### src/rtl/dmd_pkg.sv
// Shared types and helpers for the DMD frame writer.
// Optional DMD_MIRROR_EN: horizontal flip of the column field of the buffer address.
package dmd_pkg;

   localparam int DMD_COLS   = 128;
   localparam int DMD_ROWS   = 32;
   localparam int BUF_ADDR_W = 13;
   localparam int PIX_W      = 4;

`ifdef DMD_MIRROR_EN
   localparam bit MIRROR = 1'b1;
`else
   localparam bit MIRROR = 1'b0;
`endif

   typedef enum logic [1:0] {
      SYNC_WAIT,
      CAPTURE,
      OVERRUN
   } state_t;

   // Buffer address is {row, column field}; the column field is flipped for rear-mounted panels.
   function automatic logic [BUF_ADDR_W-1:0] compose_addr(input logic [5:0] row,
                                                           input logic [6:0] col,
                                                           input logic [6:0] last_col);
      logic [6:0] col_field;
      col_field = MIRROR ? (last_col - col) : col;
      return {row, col_field};
   endfunction

endpackage

### src/rtl/dmd_frame_writer_if.sv
// Screen buffer port A write bus: the frame writer drives it, the buffer receives it.
interface dmd_frame_writer_if;
   import dmd_pkg::*;

   logic                  wr_en;
   logic [BUF_ADDR_W-1:0] wr_addr;
   logic [PIX_W-1:0]      wr_data;

   modport master (output wr_en, output wr_addr, output wr_data);
   modport slave  (input  wr_en, input  wr_addr, input  wr_data);

endinterface

### src/rtl/dmd_sync_edge.sv
// Synchroniser for an async strobe and its companion data bit, with a rising-edge
// pulse on the strobe; both bits see the same delay so the data lines up with the pulse.
module dmd_sync_edge #(
   parameter int STAGES = 2
) (
   input  logic clk,
   input  logic rst_n,
   input  logic strobe_in,
   input  logic data_in,
   output logic strobe_rise,
   output logic data_sync
);

   logic [STAGES-1:0] strobe_sr;
   logic [STAGES-1:0] data_sr;
   logic              strobe_prev;

   // NOTE: sequential state uses non-blocking assignments so every flop samples pre-edge values.
   always_ff @(posedge clk or negedge rst_n) begin
      if (!rst_n) begin
         strobe_sr   <= '0;
         data_sr     <= '0;
         strobe_prev <= 1'b0;
      end else begin
         strobe_sr   <= {strobe_sr[STAGES-2:0], strobe_in};
         data_sr     <= {data_sr[STAGES-2:0], data_in};
         strobe_prev <= strobe_sr[STAGES-1];
      end
   end

   assign strobe_rise = strobe_sr[STAGES-1] & ~strobe_prev;
   assign data_sync   = data_sr[STAGES-1];

endmodule

### src/rtl/dmd_frame_writer.sv
// Captures the serial DMD dot stream and writes 4-bit pixels into the screen buffer.
// Optional DMD_MIRROR_EN (see dmd_pkg): mirrors the column field of wr_addr.
module dmd_frame_writer
   import dmd_pkg::*;
#(
   parameter int           COLS        = DMD_COLS,
   parameter int           ROWS        = DMD_ROWS,
   parameter logic [3:0]   ON_LEVEL    = 4'd15,
   parameter int           SYNC_STAGES = 2
) (
   input  logic                clk,
   input  logic                rst_n,
   input  logic                dmd_dotclk,
   input  logic                dmd_data,
   input  logic                dmd_rowclk,
   input  logic                dmd_rowdata,
   dmd_frame_writer_if.master  wr,
   output logic                frame_done,
   output logic                locked,
   output logic                err_overflow
);

   localparam logic [7:0] COLS_W   = 8'(COLS);
   localparam logic [6:0] LAST_COL = 7'(COLS - 1);
   localparam logic [5:0] LAST_ROW = 6'(ROWS - 1);

   logic [1:0] rst_sr;
   logic       rst_n_i;

   // Reset asserts immediately but releases on a clock edge.
   always_ff @(posedge clk or negedge rst_n) begin
      if (!rst_n) rst_sr <= 2'b00;
      else        rst_sr <= {rst_sr[0], 1'b1};
   end
   assign rst_n_i = rst_sr[1];

   logic dot_rise, dot_data, row_rise, row_mark;

   dmd_sync_edge #(.STAGES(SYNC_STAGES)) u_dot_sync (
      .clk         (clk),
      .rst_n       (rst_n_i),
      .strobe_in   (dmd_dotclk),
      .data_in     (dmd_data),
      .strobe_rise (dot_rise),
      .data_sync   (dot_data)
   );

   dmd_sync_edge #(.STAGES(SYNC_STAGES)) u_row_sync (
      .clk         (clk),
      .rst_n       (rst_n_i),
      .strobe_in   (dmd_rowclk),
      .data_in     (dmd_rowdata),
      .strobe_rise (row_rise),
      .data_sync   (row_mark)
   );

   state_t                state_q, state_n;
   logic [5:0]            row_q, row_n;
   logic [7:0]            col_q, col_n;
   logic                  wr_en_q, wr_en_n;
   logic [BUF_ADDR_W-1:0] wr_addr_q, wr_addr_n;
   logic [PIX_W-1:0]      wr_data_q, wr_data_n;
   logic                  fd_q, fd_n;
   logic                  err_q, err_n;

   always_ff @(posedge clk or negedge rst_n_i) begin
      if (!rst_n_i) begin
         state_q   <= SYNC_WAIT;
         row_q     <= '0;
         col_q     <= '0;
         wr_en_q   <= 1'b0;
         wr_addr_q <= '0;
         wr_data_q <= '0;
         fd_q      <= 1'b0;
         err_q     <= 1'b0;
      end else begin
         state_q   <= state_n;
         row_q     <= row_n;
         col_q     <= col_n;
         wr_en_q   <= wr_en_n;
         wr_addr_q <= wr_addr_n;
         wr_data_q <= wr_data_n;
         fd_q      <= fd_n;
         err_q     <= err_n;
      end
   end

   always_comb begin
      // NOTE: every output of this block gets a default first, so no path can infer a latch.
      state_n   = state_q;
      row_n     = row_q;
      col_n     = col_q;
      wr_en_n   = 1'b0;
      wr_addr_n = wr_addr_q;
      wr_data_n = wr_data_q;
      fd_n      = 1'b0;
      err_n     = err_q;

      // Dot is handled first so a coincident row edge still writes to the old row/col.
      if (state_q == CAPTURE && dot_rise) begin
         if (col_q < COLS_W) begin
            wr_en_n   = 1'b1;
            wr_addr_n = compose_addr(row_q, col_q[6:0], LAST_COL);
            wr_data_n = dot_data ? ON_LEVEL : '0;
            col_n     = col_q + 8'd1;
         end else begin
            err_n = 1'b1;
         end
      end

      if (row_rise) begin
         if (row_mark) begin
            if (state_q == CAPTURE && row_q == LAST_ROW) fd_n = 1'b1;
            state_n = CAPTURE;
            row_n   = '0;
            col_n   = '0;
            err_n   = 1'b0;
         end else if (state_q == CAPTURE) begin
            if (row_q == LAST_ROW) begin
               fd_n    = 1'b1;
               state_n = OVERRUN;
            end else begin
               row_n = row_q + 6'd1;
               col_n = '0;
            end
         end else if (state_q == OVERRUN) begin
            err_n = 1'b1;
         end
      end
   end

   assign wr.wr_en     = wr_en_q;
   assign wr.wr_addr   = wr_addr_q;
   assign wr.wr_data   = wr_data_q;
   assign frame_done   = fd_q;
   assign locked       = (state_q == CAPTURE);
   assign err_overflow = err_q;

endmodule

### src/flat_wrapper.sv
// flat-port wrapper written by rule: the top's interface ports become plain ports
module dmd_frame_writer_flat import dmd_pkg::*;
#(
   parameter int           COLS        = DMD_COLS,
   parameter int           ROWS        = DMD_ROWS,
   parameter logic [3:0]   ON_LEVEL    = 4'd15,
   parameter int           SYNC_STAGES = 2
)
  (clk, rst_n, dmd_dotclk, dmd_data, dmd_rowclk, dmd_rowdata, frame_done, locked, err_overflow, wr_wr_en, wr_wr_addr, wr_wr_data);
  dmd_frame_writer_if wr_i ();
  input  logic clk;
  input  logic rst_n;
  input  logic dmd_dotclk;
  input  logic dmd_data;
  input  logic dmd_rowclk;
  input  logic dmd_rowdata;
  output logic frame_done;
  output logic locked;
  output logic err_overflow;
  output wire logic [$bits(wr_i.wr_en)-1:0] wr_wr_en;
  output wire logic [$bits(wr_i.wr_addr)-1:0] wr_wr_addr;
  output wire logic [$bits(wr_i.wr_data)-1:0] wr_wr_data;
  assign wr_wr_en = wr_i.wr_en;
  assign wr_wr_addr = wr_i.wr_addr;
  assign wr_wr_data = wr_i.wr_data;
  dmd_frame_writer #(.COLS(COLS), .ROWS(ROWS), .ON_LEVEL(ON_LEVEL), .SYNC_STAGES(SYNC_STAGES)) u_core (.clk(clk), .rst_n(rst_n), .dmd_dotclk(dmd_dotclk), .dmd_data(dmd_data), .dmd_rowclk(dmd_rowclk), .dmd_rowdata(dmd_rowdata), .wr(wr_i), .frame_done(frame_done), .locked(locked), .err_overflow(err_overflow));
endmodule
### config.mk
export PLATFORM = sky130hd
export DESIGN_NAME = dmd_frame_writer_flat
export DESIGN_NICKNAME = d
export VERILOG_FILES = /design/src/rtl/dmd_pkg.sv /design/src/rtl/dmd_frame_writer_if.sv /design/src/rtl/dmd_sync_edge.sv /design/src/rtl/dmd_frame_writer.sv /design/src/flat_wrapper.sv
export SDC_FILE = /design/constraint.sdc
export NUM_CORES = 1
export LEC_CHECK = 0
export ABC_AREA = 1
export CELL_PAD_IN_SITES_DETAIL_PLACEMENT = 0
export CELL_PAD_IN_SITES_GLOBAL_PLACEMENT = 2
export CORE_MARGIN = 2
export CORE_UTILIZATION = 31
export CTS_BUF_LIST = sky130_fd_sc_hd__clkbuf_8
export CTS_CLUSTER_SIZE = 12
export DETAILED_ROUTE_END_ITERATION = 6
export GPL_TIMING_DRIVEN = 0
export HOLD_SLACK_MARGIN = 0.12
export PLACE_DENSITY_LB_ADDON = 0.2
export SLEW_MARGIN = 40
export SYNTH_ARGS = -nofsm -noshare
export SYNTH_HDL_FRONTEND = slang
export SYNTH_SLANG_ARGS = --single-unit
### constraint.sdc
create_clock -name clk -period 1.3 [get_ports clk]
set_input_delay 0.195 -clock clk [delete_from_list [all_inputs] [get_ports clk]]
set_output_delay 0.195 -clock clk [all_outputs]
set_load 0.05 [all_outputs]
==> flow_metrics.py <==
metrics = {
    "clocking": {
        "clkLatencyLatePin_ps": 300,
        "cts_buffer_depth": 2,
        "numCtsBuffers": 5,
        "root_buffer": "clkbuf_8",
        "h-tree-depth": 2,
        "clk_pin_slew_ps": 90,
        "cts_sinks": 45,
        "cts_tree": "built",
    },
    "cells_and_area": {
        "multi_input_area_um2": 716,
        "nFillCells": 558,
        "design_area_um2": 2640,
        "drive_gt1_frac": 0.424,
        "syn2layout_area_growth_pct": 44.7,
        "final_cell_count_no_fill": 310,
        "n_antenna_cell": 0,
        "seq_area_um2": 1130,
        "nets": 245,
    },
    "route": {
        "drtIter0Drc": 70,
        "drtAntennaViolNets": 0,
        "drc": 0,
        "dr.pass1.iters": 4,
        "vias_per_cell": 4.45,
        "routedWlPerCell_um": 12.4,
        "finalWirelength_mm": 3.85,
        "vias": 1380,
    },
    "sta": {
        "fin_skew_ps": 4.28,
        "final-setup-viol-count": 21,
        "whs_ps": 324,
        "period_share": 1.08,
        "slew_violations": 0,
        "hold_viol": 0,
        "fmax_mhz": 711,
        "layout_min_cycle_time_ps": 1410,
        "tightestPinTransition_ps": 561,
        "setup_slack_ps": -107,
        "rsz0062_at_grt": "true",
        "tns_ps": -899,
        "worst_slew_margin_rel": 0.626,
    },
    "power_and_ir_drop": {
        "swShare": 0.295,
        "total_power_w": 0.00340,
        "clockPowerShare": 0.325,
        "vdd_drop_max_v": 0.000788,
        "powerDensity_nw_per_um2": 1290,
        "p_sw_w": 0.00100,
        "p_seq_frac": 0.468,
        "p_leak_nw": 1.22,
        "internal-power_w": 0.00240,
        "pwr-share-comb": 0.207,
    },
    "min_path": {
        "hp-start": "dmd_dotclk",
        "hold_depth": 1,
        "hold_path.class": "input port to flip-flop",
        "min_to": "u_core.u_dot_sync.strobe_sr[0]",
    },
    "job": {
        "cap_violations": 0,
    },
    "logic_synthesis": {
        "yosys.area_share.xor_xnor": 0.0240,
        "yosys.cell_count.top_type": "dfrtp_1",
        "yosysTopAreaCell": "dfrtp_1",
        "syn_nets": 193,
        "synthSimpleGateAreaFrac": 0.214,
        "syn_inst": 185,
        "yosys.area.top_type_share": 0.616,
        "yosys_register_bits": 45,
        "muxShareOfSynthArea": 0,
        "seq_area_frac_synth": 0.616,
        "syn-cell-area_um2": 1830,
        "yosys_warnings": 0,
        "syn_area_per_cell_um2": 9.87,
        "synth_top_family_by_area": "simple AND/OR/NAND/NOR gates",
        "async_reset_ff_frac": 1.00,
        "synthTopCellsByCount": "dfrtp_1 (45), nand2_1 (44), inv_1 (16), nor2_1 (16), o21ai_0 (11)",
        "synth_area_leaders": "dfrtp_1 (62%), nand2_1 (9.0%), inv_1 (3.3%)",
        "synth-edff-count": 0,
        "synth_compound_area_frac": 0.0582,
        "synthAdderAreaFrac": 0.0137,
        "synth_top_flop_cell": "dfrtp_1",
        "synth.distinct_cells": 25,
    },
    "floorplanning": {
        "die_h_um": 80.8,
        "start_util": 0.326,
        "ios": 27,
        "core.rowCount": 27,
        "coreArea_um2": 5610,
        "dieArea_um2": 6520,
        "die_w_um": 80.8,
    },
    "global_route": {
        "grt_pass1_vias": 1323,
        "antenna_found_initial": 0,
        "grtUsageTotal": 0.131,
        "overflow": 0,
        "grt_max_degree": 44,
        "grt_pass1_wl_mm": 6.31,
    },
    "critical_path": {
        "crit_fanout": 5,
        "end_kind": "flip-flop",
        "cpPeakStageDelay_ps": 370,
        "crit_family": "simple AND/OR/NAND/NOR gates",
        "cpMaxStageDelayCell": "dfrtp_1",
        "path_depth": 9,
        "critPathBufInv": 1,
        "cp.arrival_ps": 1590,
        "r2r_cells": 9,
        "reg2reg_to": "u_core.row_q[2]",
        "regToRegSetupSlack_ps": -110,
        "worstSetupPathType": "flip-flop to flip-flop",
        "crit_path_start_kind": "flip-flop",
        "crit_path_cell_trace": "ha_2 -> nand2_4 -> nor2_4 -> nand3_2 -> nand2_2 -> nand2_4 -> buf_6 -> nand2_2 -> a21oi_1",
        "cp.required_ps": 1490,
        "r2r-start": "u_core.row_q[0]",
    },
    "place": {
        "place_inst": 283,
        "portBuffers": 26,
        "place_area_um2": 2190,
        "dp_hpwl_mm": 2.48,
        "routabilityCongestion": 0.749,
    },
    "outcome": {
        "status": "complete, but fails checks",
        "violations": "negative setup slack",
    },
}
-- flip-flops by register name, indices dropped and copies added, names as in the netlist --
register                       count
u_core.col_q                       8
u_core.err_overflow                1
u_core.frame_done                  1
u_core.row_q                       6
u_core.rst_sr                      2
u_core.state_q                     2
u_core.u_dot_sync.data_sr          2
u_core.u_dot_sync.strobe_prev      1
u_core.u_dot_sync.strobe_sr        2
u_core.u_row_sync.data_sr          2
u_core.u_row_sync.strobe_prev      1
u_core.u_row_sync.strobe_sr        2
u_core.wr.wr_addr                 13
u_core.wr.wr_data                  1
u_core.wr.wr_en                    1
-- kinds of logic (layout without fill, tap and decap cells) --
kind of cell,count (synthesis),in the layout
buffers and inverters,27,80
adders and majority gates,2,2
DFF,45,45
xor gates and xnor gates,5,5
and+or+nand+nor,84,84
AOI/OAI and AO/OA,21,21
other,1,1
-- routing by layer --
layer	vias up	track usage	wire length [um]
met5	-	0	0
met4	0	0.0678	82
met3	8	0.0344	132
met2	23	0.200	1810
met1	666	0.173	1820
li1	683	-	-
-- how the worst max path moves through the flow --
stage          slack, ps               from               to
2_1_floorplan       -110  u_core.state_q[1]  u_core.col_q[5]
3_3_place_gp        -320  u_core.state_q[1]           locked
3_5_place_dp        -330  u_core.state_q[1]           locked
5_1_grt             -190    u_core.row_q[0]  u_core.row_q[3]
6_report            -110    u_core.row_q[0]  u_core.row_q[2]
4_1_cts             -110    u_core.row_q[0]  u_core.row_q[4]
-- layout by cell type, fill, tap and decap left out, types with 3 or more instances in the layout --
master	synthesis	final
clkdlybuf4s15_2	0	16
nor2_2	3	5
inv_2	4	4
buf_6	2	5
nand2_4	1	3
inv_1	16	15
o21ai_1	4	5
clkbuf_8	0	6
xor2_1	5	3
nor2_4	2	7
nand2_2	2	14
nor2_1	16	9
o21ai_0	11	8
buf_4	3	22
clkdlybuf4s50_1	0	5
nand4_1	3	3
dfrtp_1	45	44
a21oi_1	5	4
nand3_1	6	5
nand3_2	3	3
nand2_1	44	30
-- through the flow --
step	util	setup WS, ps
floorplan	-	-108
global placement	0.390	-318
detailed placement	0.390	-331
CTS	0.454	-113
global route	0.471	-185
finish	0.471	-107
-- layout make-up --
cell class              instances  share of cell area
plain buffers                   7              0.0241
clock buffers                   6              0.0313
clock inverters                 2              0.0142
inverters                      20              0.0294
multi-input cells             113               0.271
flip-flops and latches         45               0.428
well taps                      72              0.0341
repair buffers                 45               0.169
-- power by group through the flow --
stage | clock network (W) | logic (W) | registers [W]
after floorplan | 0 | 0.000234 | 0.00178
after global placement | 0 | 0.000583 | 0.00162
after detailed placement | 0 | 0.000587 | 0.00163
after CTS | 0.00113 | 0.000672 | 0.00159
after global routing | 0.00121 | 0.000751 | 0.00161
final | 0.00110 | 0.000702 | 0.00159
-- worst reg2reg max path: cells and delay by family, from the launching register on --
family                   cells  cell delay (ps)
buffers and inverters        1              150
adder cells (fa/ha/maj)      1              210
AND/OR/NAND/NOR              6              520
AO/OA/AOI/OAI                1               50
flip-flops                   1              370
-- timing repair --
action,in CTS,in global routing
pin swaps,14,11
hold buffers,1,0
setup endpoints to repair,49,33
endpoints found under the hold margin,2,0
setup buffers,12,5
resized for setup,106,25
gates cloned,1,0
Note: power is estimated with default switching activity, not from simulation.
